### src/rtl/difftest_step_batcher.sv
// Batches per-cycle commit counts into checker requests, handshakes each batch
// and latches the first failing result along with the cycle it was issued at.
module difftest_step_batcher #(
  parameter int STEP_WIDTH      = 8,
  parameter int BATCH_WIDTH     = 16,
  parameter int BATCH_THRESHOLD = 64,
  parameter int TIMEOUT_CYCLES  = 256
) (
  input  logic                   clock,
  input  logic                   reset,
  input  logic [STEP_WIDTH-1:0]  in_step,
  input  logic                   flush,
  output logic                   out_valid,
  input  logic                   out_ready,
  output logic [BATCH_WIDTH-1:0] out_step,
  output logic [63:0]            out_cycle,
  input  logic                   result_valid,
  input  logic [31:0]            result_code,
  output logic                   fail,
  output logic [31:0]            fail_code,
  output logic [63:0]            fail_cycle,
  output logic                   overflow
);

  localparam int TIMER_W = $clog2(TIMEOUT_CYCLES + 1);

  typedef enum logic [1:0] {ACCUM, OFFER, WAIT_RESULT, FAILED} state_t;

  state_t                 state, state_next;
  logic [BATCH_WIDTH-1:0] acc;
  logic [TIMER_W-1:0]     timer;
  logic [63:0]            n_cycles;
  logic [BATCH_WIDTH:0]   acc_sum;
  logic                   emit;
  logic                   clamp;

  // One extra bit of headroom lets the outstanding-batch path detect the clamp.
  function automatic logic [BATCH_WIDTH-1:0] sat_acc(input logic [BATCH_WIDTH:0] v);
    if (v[BATCH_WIDTH]) return '1;
    return v[BATCH_WIDTH-1:0];
  endfunction

  assign acc_sum   = {1'b0, acc} + (BATCH_WIDTH+1)'(in_step);
  assign clamp     = acc_sum[BATCH_WIDTH];
  assign out_valid = (state == OFFER);

  always_comb begin
    emit       = 1'b0;
    state_next = state;
    case (state)
      ACCUM: begin
        emit = (acc_sum >= (BATCH_WIDTH+1)'(BATCH_THRESHOLD))
             | ((acc != '0) && (timer == TIMER_W'(TIMEOUT_CYCLES - 1)))
             | (flush && (acc_sum != '0));
        if (emit) state_next = OFFER;
      end
      OFFER: begin
        if (out_ready) state_next = WAIT_RESULT;
      end
      WAIT_RESULT: begin
        if (result_valid) state_next = (result_code == 32'd0) ? ACCUM : FAILED;
      end
      default: state_next = FAILED;
    endcase
  end

  always_ff @(posedge clock) begin
    if (reset) begin
      state      <= ACCUM;
      acc        <= '0;
      timer      <= '0;
      n_cycles   <= 64'd0;
      out_step   <= '0;
      out_cycle  <= 64'd0;
      fail       <= 1'b0;
      fail_code  <= 32'd0;
      fail_cycle <= 64'd0;
      overflow   <= 1'b0;
    end else begin
      state    <= state_next;
      n_cycles <= n_cycles + 64'd1;
      case (state)
        ACCUM: begin
          if (emit) begin
            out_step  <= acc_sum[BATCH_WIDTH-1:0];
            out_cycle <= n_cycles;
            acc       <= '0;
            timer     <= '0;
          end else begin
            acc   <= acc_sum[BATCH_WIDTH-1:0];
            timer <= (acc == '0) ? '0 : timer + 1'b1;
          end
        end
        OFFER, WAIT_RESULT: begin
          // Steps keep arriving while the checker is busy; hold them, never emit here.
          acc   <= sat_acc(acc_sum);
          timer <= '0;
          if (clamp) overflow <= 1'b1;
          if (state == WAIT_RESULT && result_valid && result_code != 32'd0) begin
            fail       <= 1'b1;
            fail_code  <= result_code;
            fail_cycle <= out_cycle;
          end
        end
        default: ;
      endcase
    end
  end

endmodule

### config.mk
export PLATFORM = sky130hd
export DESIGN_NAME = difftest_step_batcher
export DESIGN_NICKNAME = d
export VERILOG_FILES = /design/src/rtl/difftest_step_batcher.sv
export SDC_FILE = /design/constraint.sdc
export NUM_CORES = 1
export LEC_CHECK = 0
export BUFFER_PORTS_ARGS = -buffer_cell sky130_fd_sc_hd__buf_2
export CAP_MARGIN = 20
export CORE_MARGIN = 2
export CORE_UTILIZATION = 57
export CTS_BUF_LIST = sky130_fd_sc_hd__clkbuf_2
export DETAILED_ROUTE_END_ITERATION = 16
export GPL_TIMING_DRIVEN = 0
export PLACE_DENSITY_LB_ADDON = 0.12
export SETUP_SLACK_MARGIN = 0.3
export SYNTH_ARGS = -nofsm -noshare
export SYNTH_HDL_FRONTEND = slang
export SYNTH_SLANG_ARGS = --single-unit
### constraint.sdc
create_clock -name clock -period 3.2 [get_ports clock]
set_input_delay 0 -clock clock [delete_from_list [all_inputs] [get_ports clock]]
set_output_delay 0 -clock clock [all_outputs]
set_load 0.01 [all_outputs]
**Word-level counts from Yosys, hierarchy flattened**

Index checks and enable logic that the tools add are counted.
W data, S select, Z words.

- Register bits after elaboration: 269
- Word-level logic and storage cells: 54
- Output and inout bits: 179

- Reduce and logical (&&, ||, !) cells: 16
- Bitwise operators: 2
- Add/sub/neg operators: 3
- Equality and inequality tests: 6
- Multiplexer cells: 16
- $lt $le $gt $ge: 1

Operators with widths:

| kind | count |
|---|---|
| $add A64 B1 Y64 const B | 1 |
| $mux W16 | 3 |
| $logic_not A32 Y1 | 1 |
| $pmux W16 S2 | 1 |
| $reduce_bool A32 Y1 | 1 |
| $mux W9 | 2 |
| $pmux W9 S2 | 1 |
| $add A16 B8 Y17 | 1 |
| $ge A17 B7 Y1 const B | 1 |
| $reduce_bool A17 Y1 | 1 |
| $logic_not A16 Y1 | 1 |
| $reduce_bool A16 Y1 | 1 |
| $add A9 B1 Y9 const B | 1 |
| $eq A9 B8 Y1 const B | 1 |
| $mux W2 | 4 |
| $pmux W2 S3 | 1 |
| $reduce_and A2 Y1 | 3 |
| $logic_and A1 B1 Y1 | 4 |
| $mux W1 | 4 |
| $ne A2 B2 Y1 const B | 2 |
| $reduce_and A3 Y1 | 1 |
| $eq A2 B1 Y1 const B | 1 |
| $eq A2 B2 Y1 const B | 1 |
| $logic_not A2 Y1 | 1 |
| 4 further kinds | 5 |

**Logic depth before layout (Yosys ltp)**

Gate-level depths: netlist of the first run.

- Depth in word-level cells: 7
- Mapped depth: 13

**Least setup slack after synthesis of the first run**

OpenSTA, ideal clock, no wires.

- Kind: register to register
- From: reg acc[1]
- To: reg timer[0]
- Setup time: 0.070 ns
- Cell stages (with the launch flop): 11
- Slack: 0.216 ns
- Buffers on the path: 1
- Required time: 3.130 ns
- Data arrival time: 2.914 ns
- Cell sequence: dfxtp_1 -> ha_1 -> a211oi_2 -> o21a_1 -> xnor2_1 -> or4_1 -> a211o_1 -> o21a_1 -> buf_2 -> or4_1 -> a21oi_1

- Cells in the longest elaborated chain, start to end: 7
- Elaborated cells between the ends (all ways): 13
- Those cells by class: add/sub (1); order compare (1); mux (4); bitwise (2); reduce/logical (5)

Ends and longest elaborated chain:

| element | line | source |
|---|---|---|
| from (decl) | 30 | `logic [BATCH_WIDTH-1:0] acc;` |
| from (signal assigned) | 90 | `acc <= acc_sum[BATCH_WIDTH-1:0];` |
| from (signal assigned) | 96 | `acc <= sat_acc(acc_sum);` |
| $add A16 B8 Y17 or $reduce_bool A16 Y1 (tied branches) | 43, 53 |  |
| $ge A17 B7 Y1, or another cell as far along | 52 | `emit = (acc_sum >= (BATCH_WIDTH+1)'(BATCH_THRESHOLD))` |
| $or A1 B1 Y1 or $logic_and A1 B1 Y1 (tied branches) | 53, 54 |  |
| $or A1 B1 Y1 | 54 | `\| (flush && (acc_sum != '0));` |
| $mux W1 | 50 | `case (state)` |
| $mux W9 (*) | 84 | `if (emit) begin` |
| $pmux W9 S2 (*) | 82 | `case (state)` |
| to (signal assigned) | 91 | `timer <= (acc == '0) ? '0 : timer + 1'b1;` |
| to (decl) | 31 | `logic [TIMER_W-1:0] timer;` |

Every way passes the cells marked *; elsewhere a longest branch is shown, timed or not.
A chain may end at the register's enable or synchronous reset.

**Worst setup path after layout of the first run**

- From: reg acc[0]
- To: reg out_cycle[60]

- Cells in the longest elaborated chain, start to end: 6
- Elaborated cells between the ends (all ways): 10
- Those cells by class: add/sub (1); order compare (1); mux (1); bitwise (2); reduce/logical (5)

Ends and longest elaborated chain:

| element | line | source |
|---|---|---|
| $add A16 B8 Y17 or $reduce_bool A16 Y1 (tied branches) | 43, 53 |  |
| $ge A17 B7 Y1, or another cell as far along | 52 |  |
| $or A1 B1 Y1 or $logic_and A1 B1 Y1 (tied branches) | 53, 54 |  |
| $or A1 B1 Y1 (*) | 54 |  |
| $mux W1 (*) | 50 |  |
| $reduce_and A2 Y1 (no line) (*) | - |  |
| to (signal assigned) | 86 | `out_cycle <= n_cycles;` |
| to (decl) | 16 | `output logic [63:0] out_cycle,` |

Marked as above.

==> metrics.cfg, run 1 <==
[placed_design]
io_buffers=222
post_dp_cell_area_um2=12400
place_inst=1742
globalplace.congestion=0.911
hpwl_mm=20.7

[synthesis]
ys_ff_latch=269
synthFlopType=dfxtp_1
syn_area_per_cell_um2=8.50
yosysWarningCount=0
netlist-cell-type-count=56
syn_area_um2=10900
syn_inst=1286
synth_fp_nets=1347
synthArstFlopShare_pct=0
ys_seq_area_share_pct=49.3
synth-edff-count=0

[global_routing]
grt_pass1_vias=10300
grt_pass1_wl_mm=51.0
grt_max_degree=11
gr-total-overflow=0
antenna_found_initial=1
grt_usage_pct=31.2

[route]
ant_nets=0
topRoutingLayerUsed=met4
met2WireLength_mm=16.2
routed_via_density=5.62
drc=0
wl_met1_mm=14.2
wl_met3_mm=2.76
routed_wl_mm=34.3
dr.pass1.iters=5
vias=11100
initialDrtViolationCount=726
wl_per_cell_um=17.5

[finish]
multi_input_area_um2=5590
area_delta_synth_final_pct=34.9
nFillCells=1293
design_area_um2=14700
regArea_um2=5400
drive_gt1_share_pct=26.3
post-route-util_pct=78.6
final-instance-count-excl-fill=1967
nets=1755

[floorplanning]
die_area_um2=20300
core_um2=18800
io_pins=224
fp.dieH_um=142
die_w_um=142
rows=50
initial_utilization_pct=58.2

[critical_path]
critPathTopFamily=compound AO/OA/AOI/OAI gates
cp_cell_sequence=ha_4, fa_2, nand3_4, buf_12, a211oi_4, o211ai_1, mux2i_1, o211ai_1, o21a_4, buf_12, buf_16, buf_12, mux2i_2, nor2_1
crit_required_ns=3.87
cpMostUsedCell=buf_12
cp_slowest_cell=fa_2
worst_path_largest_cell_delay_ns=0.39
end_kind=register
path_class=register to register
worst-path-buf-inv=4
critPathMaxFanout=6
r2r_cells=14
crit_arrival_ns=3.75
start_kind=register
path_depth=14

[power_and_ir_drop]
p_per_area_nw_per_um2=719
peakVddDrop_mv=0.398
p_total_mw=10.6
leakagePower_nw=6.31

[clock_network]
clk_latency_ns=0.83
cts-root-buf=clkbuf_2
clkTransAtPathRegs_ns=0.11
cts_tree=built
cts_buffers=69
clock_sinks=269
cts_buffer_depth=3
ctsHtreeMaxLevel=3

[timing]
fin_crit_sh_pct=96.5
fin_skew_ns=0.0458
hold_viol_final=0
slew_headroom_pct=-0.167
rsz0062_at_grt=true
fmax_ghz=0.324
finalMaxSlewViolations=1
setup_viol_count_final=0
period_minus_slack_ns=3.09
tightest_slew_ns=1.49

[worst_hold_path]
hp-class=input port to register
hold_path_depth=4

[run_status]
violations=max-capacitance violations, max-slew violations
status=finished with violations

[run]
cap_violations=1

layout make-up:
| cell class | count | share of cell area, % |
|---|---|---|
| Buffer | 78 | 3.04 |
| Tap cell | 234 | 1.99 |
| Sequential cell | 269 | 36.6 |
| Clock inverter | 17 | 0.866 |
| Timing Repair Buffer | 336 | 16.0 |
| Multi-Input combinational cell | 924 | 37.9 |
| Clock buffer | 92 | 3.12 |
| Antenna cell | 1 | 0.0170 |
| Inverter | 16 | 0.407 |
Yosys cell counts (all sizes together) (3+ instances only):
master / number / share of area, %
o21a: 3 / 0.21
and4: 7 / 0.56
or3: 22 / 1.3
a2111oi: 3 / 0.24
xor2: 38 / 3.0
nor2b: 3 / 0.17
ha: 15 / 1.7
buf: 15 / 0.65
mux2i: 73 / 6.7
dfxtp: 269 / 49
clkbuf: 63 / 2.2
nand2: 248 / 8.5
a21o: 5 / 0.34
a32o: 3 / 0.27
nand3: 28 / 1.3
or2: 4 / 0.23
o211ai: 5 / 0.34
or4: 4 / 0.27
a32oi: 4 / 0.32
nand2b: 5 / 0.29
and2: 5 / 0.29
o21ai: 50 / 2.3
and3: 15 / 0.86
a21oi: 125 / 5.7
nor2: 160 / 5.5
nand4: 19 / 1.1
xnor2: 20 / 1.6
a211oi: 12 / 0.87
inv: 16 / 0.55
nor3: 10 / 0.46
nor4: 13 / 0.88
flip-flops by register name, summed over array words and instances, names as in the netlist:
signal	cells
acc	16
fail	1
fail_code	32
fail_cycle	64
n_cycles	64
out_cycle	64
out_step	16
overflow	1
state	2
timer	9
power breakdown:
part	leakage [nW]	total, mW	internal, mW	switching [mW]
Clock	0.445	2.29	0.934	1.35
Combinational	3.69	4.58	2.27	2.31
Sequential	2.18	3.74	3.56	0.180
Total	6.31	10.6	6.77	3.84
cell usage in the layout (no fill, tap or decap), drive strengths merged, types with 3 or more instances in the layout:
cell type and n:
ha 15, o211ai 5, nor2b 3, a2111oi 3
dfxtp 269, nor4 13, a32o 3, clkinv 12
mux2i 73, and2 5, nand3 28, or4 4
buf 270, a21oi 125, a211oi 12, nand2 248
nor3 10, xnor2 20, nand4 19, a21o 5
xor2 38, and3 15, nand2b 5, nor2 160
o21ai 51, and4 7, clkbuf 162, or3 22
a32oi 4, inv 18, o21a 3, or2 4
dlygate4sd3 74
metal layers:
| metal | GRT usage [%] | up-vias |
|---|---|---|
| met3 | 7.57 | 117 |
| met2 | 50.5 | 535 |
| met1 | 39.1 | 5156 |
| li1 | - | 5244 |
| met5 | 0 | - |
| met4 | 15.2 | 0 |
worst paths after layout:
path / start / endpoint / slack (ns)
worst max-delay path: acc[0] / out_cycle[60] / 0.11
worst min-delay path: result_code[20] / fail_code[20] / 0.08
worst min register to register: fail_cycle[9] / fail_cycle[9] / 0.46
worst max register to register: acc[0] / out_cycle[60] / 0.11
logic make-up (layout without fill, tap and decap cells):
family | after synthesis | in the layout | share of synthesized area (%)
buf+inv | 94 | 539 | 3.37
mux | 73 | 73 | 6.69
flops | 269 | 269 | 49.3
fa+ha+maj | 16 | 16 | 1.90
compound gates | 230 | 231 | 12.2
simple gates | 546 | 546 | 21.9
xor+xnor | 58 | 58 | 4.65
other cells | 0 | 1 | 0
worst reg2reg max path, cell delays in order (launching register included):
cell      delay [ns]
dfxtp_2         0.35
ha_4            0.18
fa_2            0.39
nand3_4         0.10
buf_12          0.11
a211oi_4        0.07
o211ai_1        0.30
mux2i_1         0.31
o211ai_1        0.20
o21a_4          0.29
buf_12          0.14
buf_16          0.15
buf_12          0.15
mux2i_2         0.18
nor2_1          0.05
per-stage QoR:
stage / hold slack, ns / setup TNS (ns) / setup slack (ns)
floorplan: 0.136 / 0 / 0.322
detailed placement: 0.258 / -2.60 / -0.305
finish: 0.0831 / 0 / 0.112
CTS: 0.00513 / 0 / 0.163
global route: 0.0763 / 0 / 0.0769
global placement: 0.253 / -2.43 / -0.290
repair_timing:
action                                 CTS  global route
setup endpoints to repair              121           151
endpoints found under the hold margin   73             0
buffers inserted                        19            11
gates resized for setup                 58            96
hold buffers                            74             0
pin swaps                               16            20
cloned                                   2             9
No activity file was read; power rests on OpenSTA's default activity.
==> inputs of run 2 (changes only) <==
- CORE_ASPECT_RATIO: not set -> 0.9
==> run 2 against run 1 <==
Hold slack better by 0.045 ns. Sequential share of layout area is 0.91 points higher. Critical path type unchanged. The run now ends clean. Largest cell class unchanged. Cell area is 2.5% lower. Critical path depth is 3 lower. Cell count is 0.25% higher. Routed wire length is 8.4% lower. Via count is 1.7% lower. Sequential cell count stayed put.
==> metrics.cfg, run 2 (synthesis gave the netlist of run 1 again) <==
[finish]
nFillCells=1440
final_common_cell=dfxtp_1
drive_gt1_share_pct=24.2
final-instance-count-excl-fill=1972
final_cell_mix=dfxtp_1, nand2_1, buf_2
nets=1743
multi_input_area_um2=5440
design_area_um2=14400
area_delta_synth_final_pct=31.6
regArea_um2=5400
top_regs=fail_cycle: 64 flops, n_cycles: 64 flops, out_cycle: 64 flops

[power_and_ir_drop]
leakagePower_nw=6.13
p_int_mw=6.21
p_per_area_nw_per_um2=669
p_total_mw=9.63
swShare_pct=35.5
p_switching_mw=3.41
power_frac_seq_pct=38.5
power_frac_comb_pct=36.8
p_clk_share_pct=24.7
peakVddDrop_mv=0.496

[route]
wl_per_cell_um=15.9
initialDrtViolationCount=628
ant_nets=0
vias=10900
dr.pass1.iters=5
routed_via_density=5.51
routed_wl_mm=31.4
drc=0

[run]
cap_violations=0

[clock_network]
cts_buffer_depth=3
clkTransAtPathRegs_ns=0.11
cts_tree=built
ctsHtreeMaxLevel=3
cts-root-buf=clkbuf_2
clk_latency_ns=0.85
cts_buffers=68
clock_sinks=269

[timing]
tightest_slew_ns=0.983
setup_viol_count_final=0
finalMaxSlewViolations=0
fin_skew_ns=0.0503
fin_crit_sh_pct=99.4
slew_headroom_pct=33.8
hold_ws_ns=0.128
hold_viol_final=0
rsz0062_at_grt=true
period_minus_slack_ns=3.18
layout_setup_ws_ns=0.0200
fmax_ghz=0.314

[critical_path]
cpMostUsedCell=or4_1
r2r_cells=11
critPathMaxFanout=5
end_kind=register
cp_slowest_cell=or4_1
crit_required_ns=3.97
crit_arrival_ns=3.95
worst-path-buf-inv=1
path_class=register to register
path_depth=11
critPathTopFamily=simple AND/OR/NAND/NOR gates
start_kind=register
cp_cell_sequence=ha_4, fa_2, nand3_4, nand2_2, xor2_2, or4_1, a211o_1, o21a_4, buf_6, or4_1, a21oi_1
worst_path_largest_cell_delay_ns=0.51

[floorplanning]
io_pins=224
core_um2=19000
initial_utilization_pct=57.6
die_area_um2=20300
fp.dieH_um=135
die_w_um=150
rows=48

[global_routing]
antenna_found_initial=2
grt_pass1_wl_mm=49.1
grt_pass1_vias=10100
grt_max_degree=11
grt_usage_pct=30.2
gr-total-overflow=0

[placed_design]
io_buffers=222
place_ws_ns=-0.218
place_inst=1758
post_dp_cell_area_um2=12400
hpwl_mm=19.8
globalplace.congestion=0.874

[worst_hold_path]
hp-class=input port to register
hold_path_depth=5

[run_status]
status=complete, no violations

[run 2: worst paths after layout]
| kind | start | to | slack [ns] |
|---|---|---|---|
| worst min-delay path | in_step[0] | out_step[0] | 0.13 |
| worst min register to register | fail_cycle[26] | fail_cycle[26] | 0.45 |
| worst max-delay path | acc[0] | timer[0] | 0.02 |
| worst max register to register | acc[0] | timer[0] | 0.02 |
[run 2: metal layers]
layer  vias up  wire (µm)  part of all wire, %  global-route usage (%)
li1       5222          -                    -                       -
met1      5051      13000                   41                    37.7
met2       456      14700                   47                    48.6
met3       135       2290                  7.3                    7.24
met4         0       1390                  4.4                    15.6
met5         -          0                    0                       0
[run 2: power by group through the flow]
stage                     Sequential (mW)  Clock [mW]  Combinational (mW)
final                                3.71        2.37                3.54
after global routing                 3.73        2.58                3.79
after CTS                            3.69        2.41                3.09
after detailed placement             3.76           0                2.49
after global placement               3.76           0                2.46
after floorplan                      3.80           0                1.76
[run 2: layout make-up]
cell class              count  share of cell area (%)
multi-input cells         923                    37.8
flip-flops and latches    269                    37.5
repair buffers            326                    14.9
clock buffers              93                    3.24
plain buffers              78                    2.90
well taps                 250                    2.18
clock inverters            15                    1.00
inverters                  16                   0.418
diodes                      2                  0.0348
[run 2: stage by stage]
step	setup TNS, ns	utilization [%]
after detailed placement	-5.56	65.3
after floorplan	0	-
after global routing	-1.30	75.8
after global placement	-2.33	65.3
after CTS	0	74.1
final	0	75.8
[run 2: worst register-to-register path, cell delays in order, from the launching register on]
cell	delay, ns
dfxtp_2	0.35
ha_4	0.16
fa_2	0.36
nand3_4	0.12
nand2_2	0.07
xor2_2	0.17
or4_1	0.51
a211o_1	0.36
o21a_4	0.26
buf_6	0.14
or4_1	0.48
a21oi_1	0.13
[run 2: timing repair]
| action | in CTS | in global routing |
|---|---|---|
| pin swaps | 9 | 13 |
| gates resized for setup | 40 | 54 |
| setup buffers | 12 | 11 |
| endpoints found under the hold margin | 71 | 0 |
| hold buffers | 78 | 0 |
| setup endpoints to repair | 121 | 149 |
| cloned | 2 | 1 |
==> inputs of run 3 (changes only) <==
- CORE_UTILIZATION: 57 -> 55
- CTS_BUF_LIST: sky130_fd_sc_hd__clkbuf_2 -> not set
- clock period: 3.2 -> 3.5 ns (I/O delays scaled with it)
==> run 3 against run 2 <==
The run now ends with negative hold slack left. Via count is 7.3% lower. Combinational power is 28% lower. Total power is 7.0% lower. Hold slack worse by 0.14 ns. Largest power group unchanged. Clock power is 28% higher. Die area is 3.5% higher. Cell area is 3.6% lower. Maximum frequency is 0.85% higher. Setup slack better by 0.33 ns. Core utilization is 4.1 points lower. Register-to-register slack better by 0.33 ns. First-iteration DRC count is 31% lower.
==> metrics.cfg, run 3 (synthesis gave the netlist of run 1 again) <==
[timing]
hold_ws_ns=-0.0136
period_minus_slack_ns=3.15
fin_skew_ns=0.0148
slew_headroom_pct=30.8
finalMaxSlewViolations=0
rsz0062_at_grt=true
setup_viol_count_final=0
tightest_slew_ns=1.03
hold_viol_final=1
fmax_ghz=0.317
fin_crit_sh_pct=90.1

[power_and_ir_drop]
p_int_mw=6.12
power_frac_seq_pct=37.8
swShare_pct=31.7
peakVddDrop_mv=0.435
power_frac_comb_pct=28.3
p_clk_share_pct=33.9
leakagePower_nw=5.79
p_per_area_nw_per_um2=646
p_switching_mw=2.84

[route]
drc=0
dr.pass1.iters=5
vias=10100
ant_nets=0
wl_per_cell_um=15.5
initialDrtViolationCount=431
routed_via_density=5.45
routed_wl_mm=28.6

[critical_path]
r2r_cells=10
cp_slowest_cell=or4_4
worst-path-buf-inv=1
path_depth=10
crit_arrival_ns=3.60
r2r_start=acc[0]
start_kind=register
critPathTopFamily=simple AND/OR/NAND/NOR gates
critPathMaxFanout=10
path_class=register to register
worstSetupStartpoint=acc[0]
cp_cell_sequence=ha_2, fa_2, nor2_1, nand2_1, or4_4, a211o_4, o21a_1, buf_6, or4_1, a21oi_1
worst_path_largest_cell_delay_ns=0.54
end_kind=register
crit_required_ns=3.95

[clock_network]
clk_latency_ns=0.53
cts-root-buf=clkbuf_16
clock_sinks=269
cts_buffers=28
ctsHtreeMaxLevel=1
cts_tree=built
cts_buffer_depth=3
clkTransAtPathRegs_ns=0.06

[placed_design]
hpwl_mm=19.8
io_buffers=222
globalplace.congestion=0.886
post_dp_cell_area_um2=12400

[floorplanning]
fp.dieH_um=138
rows=48
core_um2=19300
die_area_um2=21000
io_pins=224
initial_utilization_pct=56.5
die_w_um=153

[finish]
final_common_cell=dfxtp_1
post-route-util_pct=71.7
final_cell_mix=dfxtp_1, nand2_1, buf_2
nFillCells=1538
drive_gt1_share_pct=19.7
antenna_cells=0
nets=1637
top_regs=fail_cycle: 64 flops, n_cycles: 64 flops, out_cycle: 64 flops
design_area_um2=13900
area_delta_synth_final_pct=26.8

[run]
cap_violations=0

[worst_hold_path]
hp-class=input port to register
hold_start=flush
hold_path_depth=5

[global_routing]
gr-total-overflow=0
antenna_found_initial=0
grt_pass1_wl_mm=45.4
grt_pass1_vias=9274
grt_usage_pct=25.9
grt_max_degree=15

[run_status]
violations=negative hold slack
status=finished with violations

==> run 3: worst paths after layout <==
path,slack [ns],to
worst max-delay path,0.35,timer[0]
worst min-delay path,-0.01,out_step[15]
worst max register to register,0.35,timer[0]
worst min register to register,0.45,fail_cycle[52]
==> run 3: timing repair <==
| item | CTS | global route |
|---|---|---|
| hold buffers | 34 | 0 |
| endpoints found under the hold margin | 36 | 0 |
| resized for setup | 12 | 35 |
| setup endpoints to repair | 98 | 100 |
| setup buffers | 3 | 1 |
| pin swaps | 3 | 6 |
| gates cloned | 0 | 0 |
==> run 3: worst reg2reg max path: stages (launching register included) <==
cell	delay (ns)
dfxtp_2	0.35
ha_2	0.21
fa_2	0.47
nor2_1	0.12
nand2_1	0.06
or4_4	0.54
a211o_4	0.36
o21a_1	0.20
buf_6	0.16
or4_1	0.47
a21oi_1	0.14
==> run 3: power groups by stage <==
stage                     Combinational [mW]  Clock, mW  Sequential [mW]
after floorplan                         1.59          0             3.47
after global placement                  2.23          0             3.43
after detailed placement                2.25          0             3.43
after CTS                               2.37       3.08             3.38
after global routing                    2.76       3.21             3.40
final                                   2.54       3.03             3.38
==> run 3: metrics by stage <==
stage                     total power, mW  setup TNS [ns]  worst slack (ns)  std cells
after global routing                 9.37               0             0.211       1846
after floorplan                      5.05               0             0.516       1286
after global placement               5.66               0            0.0303       1758
after detailed placement             5.68         -0.0420           -0.0420       1758
final                                8.95               0             0.347       1846
after CTS                            8.82               0             0.302       1845
==> run 3: per-layer routing <==
metal  GRT usage (%)  part of all wire [%]
met4            10.5                   3.8
met3            4.72                   5.4
met2            42.8                    46
met1            33.9                    45
met5               0                     0
==> run 3: cell type report <==
cell class | count | area, µm² | area share (%)
Clock inverter | 9 | 104 | 0.749
Timing Repair Buffer | 260 | 1480 | 10.7
Tap cell | 250 | 313 | 2.26
Multi-Input combinational cell | 923 | 5310 | 38.3
Inverter | 16 | 60.1 | 0.433
Clock buffer | 41 | 861 | 6.21
Sequential cell | 269 | 5390 | 38.9
Buffer | 78 | 342 | 2.47
